<file path="config.mk">
export PLATFORM = sky130hd
export DESIGN_NAME = rv0_pbuf
export DESIGN_NICKNAME = d
export VERILOG_FILES = /design/src/rtl/rv0_pbuf.sv
export SDC_FILE = /design/constraint.sdc
export NUM_CORES = 1
export LEC_CHECK = 0
export ABC_AREA = 1
export CAP_MARGIN = 10
export CORE_AREA = 5 5 83 85
export DETAILED_ROUTE_END_ITERATION = 12
export DIE_AREA = 0 0 88 90
export HOLD_SLACK_MARGIN = 0.05
export PLACE_DENSITY = 0.81
export SYNTH_ARGS = -nofsm -noshare
export SYNTH_HDL_FRONTEND = slang
export SYNTH_SLANG_ARGS = --single-unit
</file>
<file path="constraint.sdc">
create_clock -name clk_i -period 3.3 [get_ports clk_i]
set_input_delay 0.66 -clock clk_i [delete_from_list [all_inputs] [get_ports clk_i]]
set_output_delay 0.66 -clock clk_i [all_outputs]
set_load 0.01 [all_outputs]
</file>
<file path="src/rtl/rv0_pbuf.sv">
// rv0_pbuf: DEPTH-deep rdy/ack pipeline buffer with occupancy count and flush.
// Optional same-cycle pass-through when empty: define RV0_PBUF_BYPASS_EN.
module rv0_pbuf #(
    parameter int DW    = 32,
    parameter int DEPTH = 2,
    parameter int CW    = $clog2(DEPTH + 1)
) (
    input  logic          clk_i,
    input  logic          rst_ni,
    input  logic          flush_i,
    input  logic [DW-1:0] data_i,
    input  logic          rdy_i,
    output logic          ack_o,
    output logic [DW-1:0] data_o,
    output logic          rdy_o,
    input  logic          ack_i,
    output logic [CW-1:0] count_o
);

    localparam int AW = $clog2(DEPTH);
    localparam logic [CW-1:0] FULL = CW'(DEPTH);

    logic [DW-1:0] mem_q [DEPTH];
    logic [DW-1:0] mem_d [DEPTH];
    logic [AW-1:0] wr_ptr_q, wr_ptr_d;
    logic [AW-1:0] rd_ptr_q, rd_ptr_d;
    logic [CW-1:0] count_q, count_d;

    logic empty;
    logic push;
    logic push_st;
    logic pop_st;

    assign empty   = (count_q == '0);
    // Full-ness alone gates ack_o, so ack_i never reaches the producer.
    assign ack_o   = (count_q != FULL);
    assign count_o = count_q;
    assign push    = rdy_i && ack_o;
    assign pop_st  = !empty && ack_i;

`ifdef RV0_PBUF_BYPASS_EN
    logic bypass;
    assign bypass  = empty && rdy_i && !flush_i;
    assign rdy_o   = !empty || bypass;
    assign data_o  = bypass ? data_i : mem_q[rd_ptr_q];
    // A bypassed item taken downstream this cycle is never stored.
    assign push_st = push && !(bypass && ack_i);
`else
    assign rdy_o   = !empty;
    assign data_o  = mem_q[rd_ptr_q];
    assign push_st = push;
`endif

    always_comb begin
        mem_d    = mem_q;
        wr_ptr_d = wr_ptr_q;
        rd_ptr_d = rd_ptr_q;
        count_d  = count_q;
        if (flush_i) begin
            wr_ptr_d = '0;
            rd_ptr_d = '0;
            count_d  = '0;
        end else begin
            if (push_st) begin
                mem_d[wr_ptr_q] = data_i;
                wr_ptr_d        = wr_ptr_q + AW'(1);
            end
            if (pop_st) begin
                rd_ptr_d = rd_ptr_q + AW'(1);
            end
            case ({push_st, pop_st})
                2'b10:   count_d = count_q + CW'(1);
                2'b01:   count_d = count_q - CW'(1);
                default: count_d = count_q;
            endcase
        end
    end

    always_ff @(posedge clk_i or negedge rst_ni) begin
        if (!rst_ni) begin
            for (int i = 0; i < DEPTH; i++) begin
                mem_q[i] <= '0;
            end
            wr_ptr_q <= '0;
            rd_ptr_q <= '0;
            count_q  <= '0;
        end else begin
            mem_q    <= mem_d;
            wr_ptr_q <= wr_ptr_d;
            rd_ptr_q <= rd_ptr_d;
            count_q  <= count_d;
        end
    end

endmodule
</file>
---- Yosys cells after proc, flatten, opt, wreduce, memory -nomap -nowiden ----
Cells that the tools add are included.
Widths: inputs -> output; s select.
storage, ports and cells
  register bits ........................... 68
  bits of input ports ..................... 37
  logic and storage cells ................. 39
cells by class
  $add $sub $neg .......................... 4
  $lt $le $gt $ge ......................... 3
  eq/ne operators ......................... 3
  multiplexer cells ....................... 12
  bitwise operators ....................... 3
  reductions and logical operators ........ 9
operators by type and width
  operator             number
  $mux 32              4
  $bwmux 64            1
  $demux 32 s1         1
  $ge 2x2->1 const B   2
  $mux 1               4
  $not 1->2            2
  $pmux 2 s2           1
  $reduce_bool 2->1    2
  $logic_and 1x1->1    3
  $reduce_bool 3->1    1
  $add 1x1->1 const B  2
  $add 2x1->2 const B  1
  $eq 2x1->1 const B   1
  $eq 2x2->1 const B   1
  $logic_not 2->1      1
  $lt 2x1->1 const B   1
  $mux 2               1
  $ne 2x2->1 const B   1
  $reduce_and 2->1     1
  $sub 2x1->2 const B  1
  $logic_not 1->1      1
  $not 1->1            1

---- Logic depth before layout (Yosys ltp) ----
Gate-level depths: netlist (run 1).
  depth in word-level cells ............... 6
  depth in mapped cells ................... 7
  depth with buffers taken out ............ 7

---- Worst setup path before layout (run 1) ----
No wires, ideal clock.
  kind .................................... reg-to-output
  start point ............................. register rd_ptr_q
  end point ............................... output port data_o[10]
  data arrival time ....................... 1.019 ns
  data required time ...................... 2.640 ns
  setup slack ............................. 1.621 ns
  stages on the path, launching flop included .. 6
  cells stage by stage .................... dfrtp_1 > clkbuf_1 > clkinv_1 > clkbuf_1 > nand2_1 > nand2_1
on the way
  cells in the longest elaborated chain, start to end .. 4
RTL lines
  element                                     RTL line  text
  start: declaration                          26        logic [AW-1:0] rd_ptr_q, rd_ptr_d;
  start signal: assignment                    90        rd_ptr_q <= rd_ptr_d;
  $not 1->2 (not written as such)             50        assign data_o = mem_q[rd_ptr_q];
  $mux 32 (not written as such) (3 in a row)  50
  end: declaration                            14        output logic [DW-1:0] data_o,
No other way between the ends. The select of a mux whose other input is x is not followed.

---- Worst setup path after layout (run 1) ----
  start point ............................. register rd_ptr_q
  end point ............................... output port data_o[12]
The elaborated chain is that of the path after synthesis.

==> results_dict.tcl, run 1 <==
set metrics [dict create \
    status "completed" \
    ys_ff_latch 68 \
    rows 29 \
    reg2reg_depth 5 \
    report.final.slew_viol_count 0 \
    core_mm2 0.006132 \
    p_comb_frac 0.289 \
    clockBufferDepth 2 \
    postRouteAntennaNets 0 \
    grt_first_pass_wirelength_um 11540 \
    first_pass_iters 4 \
    yosysSeqAreaShare 0.5346 \
    worstSetupEndpointType "output port" \
    die_width_um 88 \
    crit_arrival_ns 1.84 \
    async_reset_ff_frac 1.000 \
    diodes 0 \
    post_cts_buffers 0 \
    grt_setup_unrepaired "false" \
    hold_class "input pin to async pin" \
    io_buffers 72 \
    p_sw_uw 738.2 \
    antenna_found_initial 0 \
    drc 0 \
    routabilityCongestion 0.7432 \
    synthDistinctLibCells 18 \
    leakage_uw 0.002067 \
    cp_num_buf_inv 3 \
    cts.sinks 68 \
    synthFlopType "dfrtp_1" \
    grt_pass1_vias 2616 \
    vdd_drop_max_uv 373.0 \
    crit_path_start_kind "register" \
    routed_wl_um 6636 \
    final_layout_size_suffix_gt1_frac 0.1133 \
    path_common_cell "nand2_1" \
    cts-resized-gates 0 \
    die_area_mm2 0.007920 \
    vias 2567 \
    internal-power_uw 1727 \
    yosysWarnings 0 \
    area_delta_synth_final_pct 27.55 \
    cts_tree "built" \
    fmax_mhz 400.4 \
    ios 73 \
    p_clk_frac 0.249 \
    path_cells "clkinv_1 -> buf_4 -> nand2_1 -> nand2_1 -> clkdlybuf4s50_1" \
    cp.depth 5 \
    fill_cells 525 \
    netlist_instances 377 \
    hpwl_um 4431 \
    min_period_over_period 0.7568 \
    regToRegSetupSlack_ns 1.50 \
    cp_slowest_stage_delay_ns 0.53 \
    worstSkewPairLatency_ns 0.33 \
    critPathCapture "data_o[12]" \
    setup.worst_path.start "rd_ptr_q$_DFFE_PN0P_" \
    critical_path.max_fanout 34 \
    fin_nets 482 \
    r2r-end "mem_q[5]$_DFFE_PN0P_" \
    seqPwrFrac 0.461 \
    power_density_mw_per_mm2 607.2 \
    critPathKind "register to output port" \
    skew_ns 0.006158 \
    worst_pin_slew_ns 0.7654 \
    relSlewSlack 0.4898 \
    vias_per_cell 4.871 \
    grt_overflow 0 \
    crit_family "buffers and inverters" \
    whs_ns 0.3973 \
    setup_viol 0 \
    wire_per_inst_um 12.59 \
    holdBufCountCts 0 \
    grt_start_max_net_pins 65 \
    slowest_stage "clkdlybuf4s50_1" \
    first_iter_violations 123 \
    clk_pin_slew_worst_paths_ns 0.07 \
    cts_made_buffers 9 \
    swShare 0.2994 \
    die_h_um 90 \
    grt_usage 0.1829 \
    fin_setup_tns_ns 0 \
    cts-root-buf "clkbuf_8" \
    syn_nets 414 \
    utilization 0.6621 \
    hold_viol_final 0 \
    rr_startpoint "count_o[0]$_DFFE_PN0P_" \
    netlist_area_mm2 0.003183 \
    maxCapViolations 0 \
    min_period_ns 2.497 \
    ctsHtreeMaxLevel 3 \
    synth-edff-count 0 \
    synth_area_per_cell_um2 8.443 \
    critPathRequiredTime_ns 2.64 \
    initial_utilization 0.5191 \
]
-- registers in the layout, indices dropped and copies added (netlist names) --
signal,flops
wr_ptr_q,1
mem_q,64
rd_ptr_q,1
count_o,2
-- through the flow --
stage	area, um^2	worst slack (ns)	std cells	power (uW)
finish	4060	0.8026	527	2465
global route	4060	0.6681	527	2641
CTS	4060	0.7889	527	2492
detailed placement	3879	0.8164	511	1872
global placement	3879	0.8958	511	1845
floorplan	3183	1.621	377	1542
-- cells in the final DEF (no fill, tap or decap), drive strengths merged --
cell type / count
clkinv: 2
clkdlybuf4s50: 71
nand4: 4
nand3: 3
nor2: 4
o21ai: 66
buf: 6
clkbuf: 15
dfrtp: 68
nand2: 171
inv: 38
a21oi: 2
-- synth_stat cells (2+ instances only) --
| cell type | n | area [um^2] |
|---|---|---|
| o21ai_2 | 28 | 245.2 |
| clkbuf_1 | 7 | 26.28 |
| nand3_1 | 2 | 10.01 |
| o21ai_1 | 36 | 180.2 |
| nand2_1 | 170 | 638.1 |
| nand4_1 | 4 | 25.02 |
| inv_1 | 37 | 138.9 |
| dfrtp_1 | 68 | 1702 |
| nor2_1 | 4 | 15.01 |
| buf_6 | 12 | 135.1 |
| o21ai_0 | 2 | 10.01 |
-- layer usage --
layer / vias up / track usage / routed length (um)
li1: 1299 / - / -
met1: 1199 / 0.2358 / 2884
met5: - / 0 / 0
met2: 64 / 0.2946 / 3299
met4: 0 / 0.06266 / 65
met3: 5 / 0.04936 / 387
-- worst register-to-register path, cell delays in order (launching register included) --
cell	delay, ns
dfrtp_1	0.49
inv_2	0.09
a21oi_4	0.18
nand3_4	0.56
nand2_1	0.26
o21ai_1	0.09
-- power groups by stage --
stage	combinational, uW	sequential [uW]	clock [uW]
finish	713	1140	615
global placement	704	1140	0
detailed placement	722	1150	0
CTS	727	1140	628
global route	805	1170	670
floorplan	416	1130	0
-- area by class of cell --
class	count	area, um^2	share of cell area
flip-flops and latches	68	1702	0.4191
multi-input cells	250	1169	0.2878
repair buffers	77	765.7	0.1886
clock buffers	15	176.4	0.04345
inverters	39	146.4	0.03606
well taps	77	96.34	0.02373
clock inverters	1	5.005	0.001233
-- logic make-up (layout without fill, tap and decap cells) --
family	count (synthesis)	in the layout	synth area share
flip-flops	68	68	0.5346
AND/OR/NAND/NOR	182	182	0.2237
buffers and inverters	59	132	0.09827
AO/OA/AOI/OAI	68	68	0.1435
-- worst min-delay path by stage --
stage,end,depth (start not counted),startpoint,slack (ns)
6_report,mem_q[48]$_DFFE_PN0P_,1,rst_ni,0.40
5_1_grt,mem_q[15]$_DFFE_PN0P_,1,rst_ni,0.45
4_1_cts,mem_q[15]$_DFFE_PN0P_,1,rst_ni,0.41
3_5_place_dp,mem_q[43]$_DFFE_PN0P_,2,mem_q[43]$_DFFE_PN0P_,0.47
3_3_place_gp,mem_q[35]$_DFFE_PN0P_,2,mem_q[35]$_DFFE_PN0P_,0.46
2_1_floorplan,count_o[0]$_DFFE_PN0P_,0,rst_ni,0.36
No activity file was read; power rests on OpenSTA's default activity.
==> run 2, diff against run 1 <==
--- a/config.mk
+++ b/config.mk
@@ -7,11 +7,11 @@
 export LEC_CHECK = 0
 export ABC_AREA = 1
 export CAP_MARGIN = 10
-export CORE_AREA = 5 5 83 85
+export CORE_AREA = 5 5 91 93
 export DETAILED_ROUTE_END_ITERATION = 12
-export DIE_AREA = 0 0 88 90
+export DIE_AREA = 0 0 96 98
 export HOLD_SLACK_MARGIN = 0.05
-export PLACE_DENSITY = 0.81
+export PLACE_DENSITY = 0.71
 export SYNTH_ARGS = -nofsm -noshare
 export SYNTH_HDL_FRONTEND = slang
 export SYNTH_SLANG_ARGS = --single-unit
==> constraint.sdc (replaced) <==
create_clock -name clk_i -period 2.1 [get_ports clk_i]
set_input_delay 0.42 -clock clk_i [delete_from_list [all_inputs] [get_ports clk_i]]
set_output_delay 0.42 -clock clk_i [all_outputs]
set_load 0.01 [all_outputs]
==> run 2 against run 1 <==
The run now ends with negative setup slack left. Utilization fell by 10 points. Sequential share of layout area is 1.2 points lower. Critical path depth did not move. First-iteration DRC count is 20% higher. Setup slack got worse by 0.81 ns. Die area up 19%. Non-clock buffer count grew 3.
==> results_dict.tcl, run 2 (synthesis gave the netlist of run 1 again) <==
set metrics [dict create \
    status "finished with violations" \
    violations "negative setup slack" \
    drc 0 \
    crit_path_start_kind "register" \
    fin_nets 485 \
    swShare 0.2955 \
    ctsHtreeMaxLevel 3 \
    p_clk_frac 0.265 \
    first_iter_violations 147 \
    path_common_cell "nand2_1" \
    path_cells "clkinv_1 -> buf_8 -> nand2_1 -> nand2_1 -> clkdlybuf4s50_1" \
    grt_overflow 0 \
    area_delta_synth_final_pct 31.25 \
    cp_num_buf_inv 3 \
    crit_family "buffers and inverters" \
    die_h_um 98 \
    hold_viol_final 0 \
    largest_register "mem_q" \
    die_width_um 96 \
    crit_arrival_ns 1.69 \
    skew_ns 0.008514 \
    cts.sinks 68 \
    routed_wl_um 6767 \
    diodes 0 \
    leakage_uw 0.002256 \
    cp_slowest_stage_delay_ns 0.54 \
    utilization 0.5610 \
    power_density_mw_per_mm2 946.3 \
    critPathKind "register to output port" \
    min_period_ns 2.109 \
    wire_per_inst_um 12.24 \
    grt_start_max_net_pins 69 \
    die_area_mm2 0.009408 \
    hold_class "input pin to async pin" \
    largest_reg_flops 64 \
    power_uw 3954 \
    maxCapViolations 0 \
    dp_slack_ns 0.2048 \
    setup_ws_ns -0.008670 \
    hpwl_um 4525 \
    grt_first_pass_wirelength_um 11660 \
    grt_setup_unrepaired "true" \
    layout_common_cells "170 x nand2_1, 68 x dfrtp_1, 58 x clkdlybuf4s50_1" \
    ios 73 \
    vias_per_cell 4.586 \
    p_comb_frac 0.283 \
    mostFrequentLayoutCell "nand2_1" \
    multi_input_area_mm2 0.001169 \
    grt_usage 0.1563 \
    slowest_stage "clkdlybuf4s50_1" \
    cts_tree "built" \
    critPathRequiredTime_ns 1.68 \
    min_period_over_period 1.004 \
    seqCellArea_mm2 0.001702 \
    worstSkewPairLatency_ns 0.33 \
    internal-power_uw 2785 \
    dpl-instance-area_mm2 0.003933 \
    cts_made_buffers 9 \
    fill_cells 698 \
    worst_pin_slew_ns 0.4784 \
    p_sw_uw 1168 \
    finalInstanceArea_mm2 0.004178 \
    clk_pin_slew_worst_paths_ns 0.07 \
    seqPwrFrac 0.451 \
    io_buffers 72 \
    first_pass_iters 4 \
    fin_setup_tns_ns -0.008670 \
    report.final.slew_viol_count 0 \
    initial_utilization 0.4274 \
    vias 2536 \
    regToRegSetupSlack_ns 0.66 \
    holdBufCountCts 0 \
    core_mm2 0.007447 \
    vdd_drop_max_uv 499.3 \
    routabilityCongestion 0.7969 \
    setup_viol 1 \
    worstSetupEndpointType "output port" \
    grt_pass1_vias 2555 \
    rows 32 \
    fmax_mhz 474.2 \
    cts-root-buf "clkbuf_8" \
    critical_path.max_fanout 18 \
    postRouteAntennaNets 0 \
    relSlewSlack 0.6811 \
    final_layout_size_suffix_gt1_frac 0.1197 \
    clockBufferDepth 2 \
    antenna_found_initial 0 \
]
-- run 2: cell types whose count changed in the layout (fill, tap and decap cells not counted) --
cell / previous run / this run
buf_8: 0 / 3
clkbuf_8: 12 / 11
dlymetal6s2s_1: 0 / 13
bufinv_16: 0 / 1
clkbuf_1: 3 / 1
clkdlybuf4s50_1: 71 / 58
-- run 2: layout make-up --
type / count / area share
Tap cell: 102 / 0.03055
Inverter: 39 / 0.03504
Sequential cell: 68 / 0.4073
Clock inverter: 2 / 0.008386
Clock buffer: 12 / 0.03714
Multi-Input combinational cell: 250 / 0.2797
Timing Repair Buffer: 80 / 0.2019
-- run 2: path summary, 6_finish.rpt --
path / from / end / cells after the start
max in group asynchronous: rst_ni / mem_q[43]$_DFFE_PN0P_ / 2
worst max-delay path: rd_ptr_q$_DFFE_PN0P_ / data_o[12] / 5
min in group clk_i: mem_q[12]$_DFFE_PN0P_ / mem_q[12]$_DFFE_PN0P_ / 2
worst min register to register: mem_q[12]$_DFFE_PN0P_ / mem_q[12]$_DFFE_PN0P_ / 2
worst min-delay path: rst_ni / mem_q[17]$_DFFE_PN0P_ / 2
worst max register to register: count_o[0]$_DFFE_PN0P_ / mem_q[44]$_DFFE_PN0P_ / 6
-- run 2: per-stage QoR --
stage	instances	hold slack, ns
after detailed placement	539	0.4669
after global placement	539	0.4654
after global routing	553	0.1127
after floorplan	377	0.1244
after CTS	553	0.09820
final	553	0.09557
-- run 2: power groups by stage --
stage               clock network (uW)  registers (uW)  logic (uW)
floorplan                            0            1770         653
global placement                     0            1790        1120
detailed placement                   0            1810        1150
CTS                               1080            1780        1160
global route                      1130            1830        1260
finish                            1050            1780        1120
-- run 2: repair_timing --
item	CTS	global route
buffers inserted	0	0
endpoints found under the hold margin	0	0
gates resized for setup	4	15
setup endpoints to repair	32	32
-- run 2: routing by layer --
layer,share of wire,track usage,vias to the layer above,wire length [um]
li1,-,-,1302,-
met1,0.44,0.2027,1147,2985
met2,0.47,0.2384,71,3192
met3,0.057,0.03390,16,384
met4,0.030,0.08972,0,204
met5,0,0,-,0
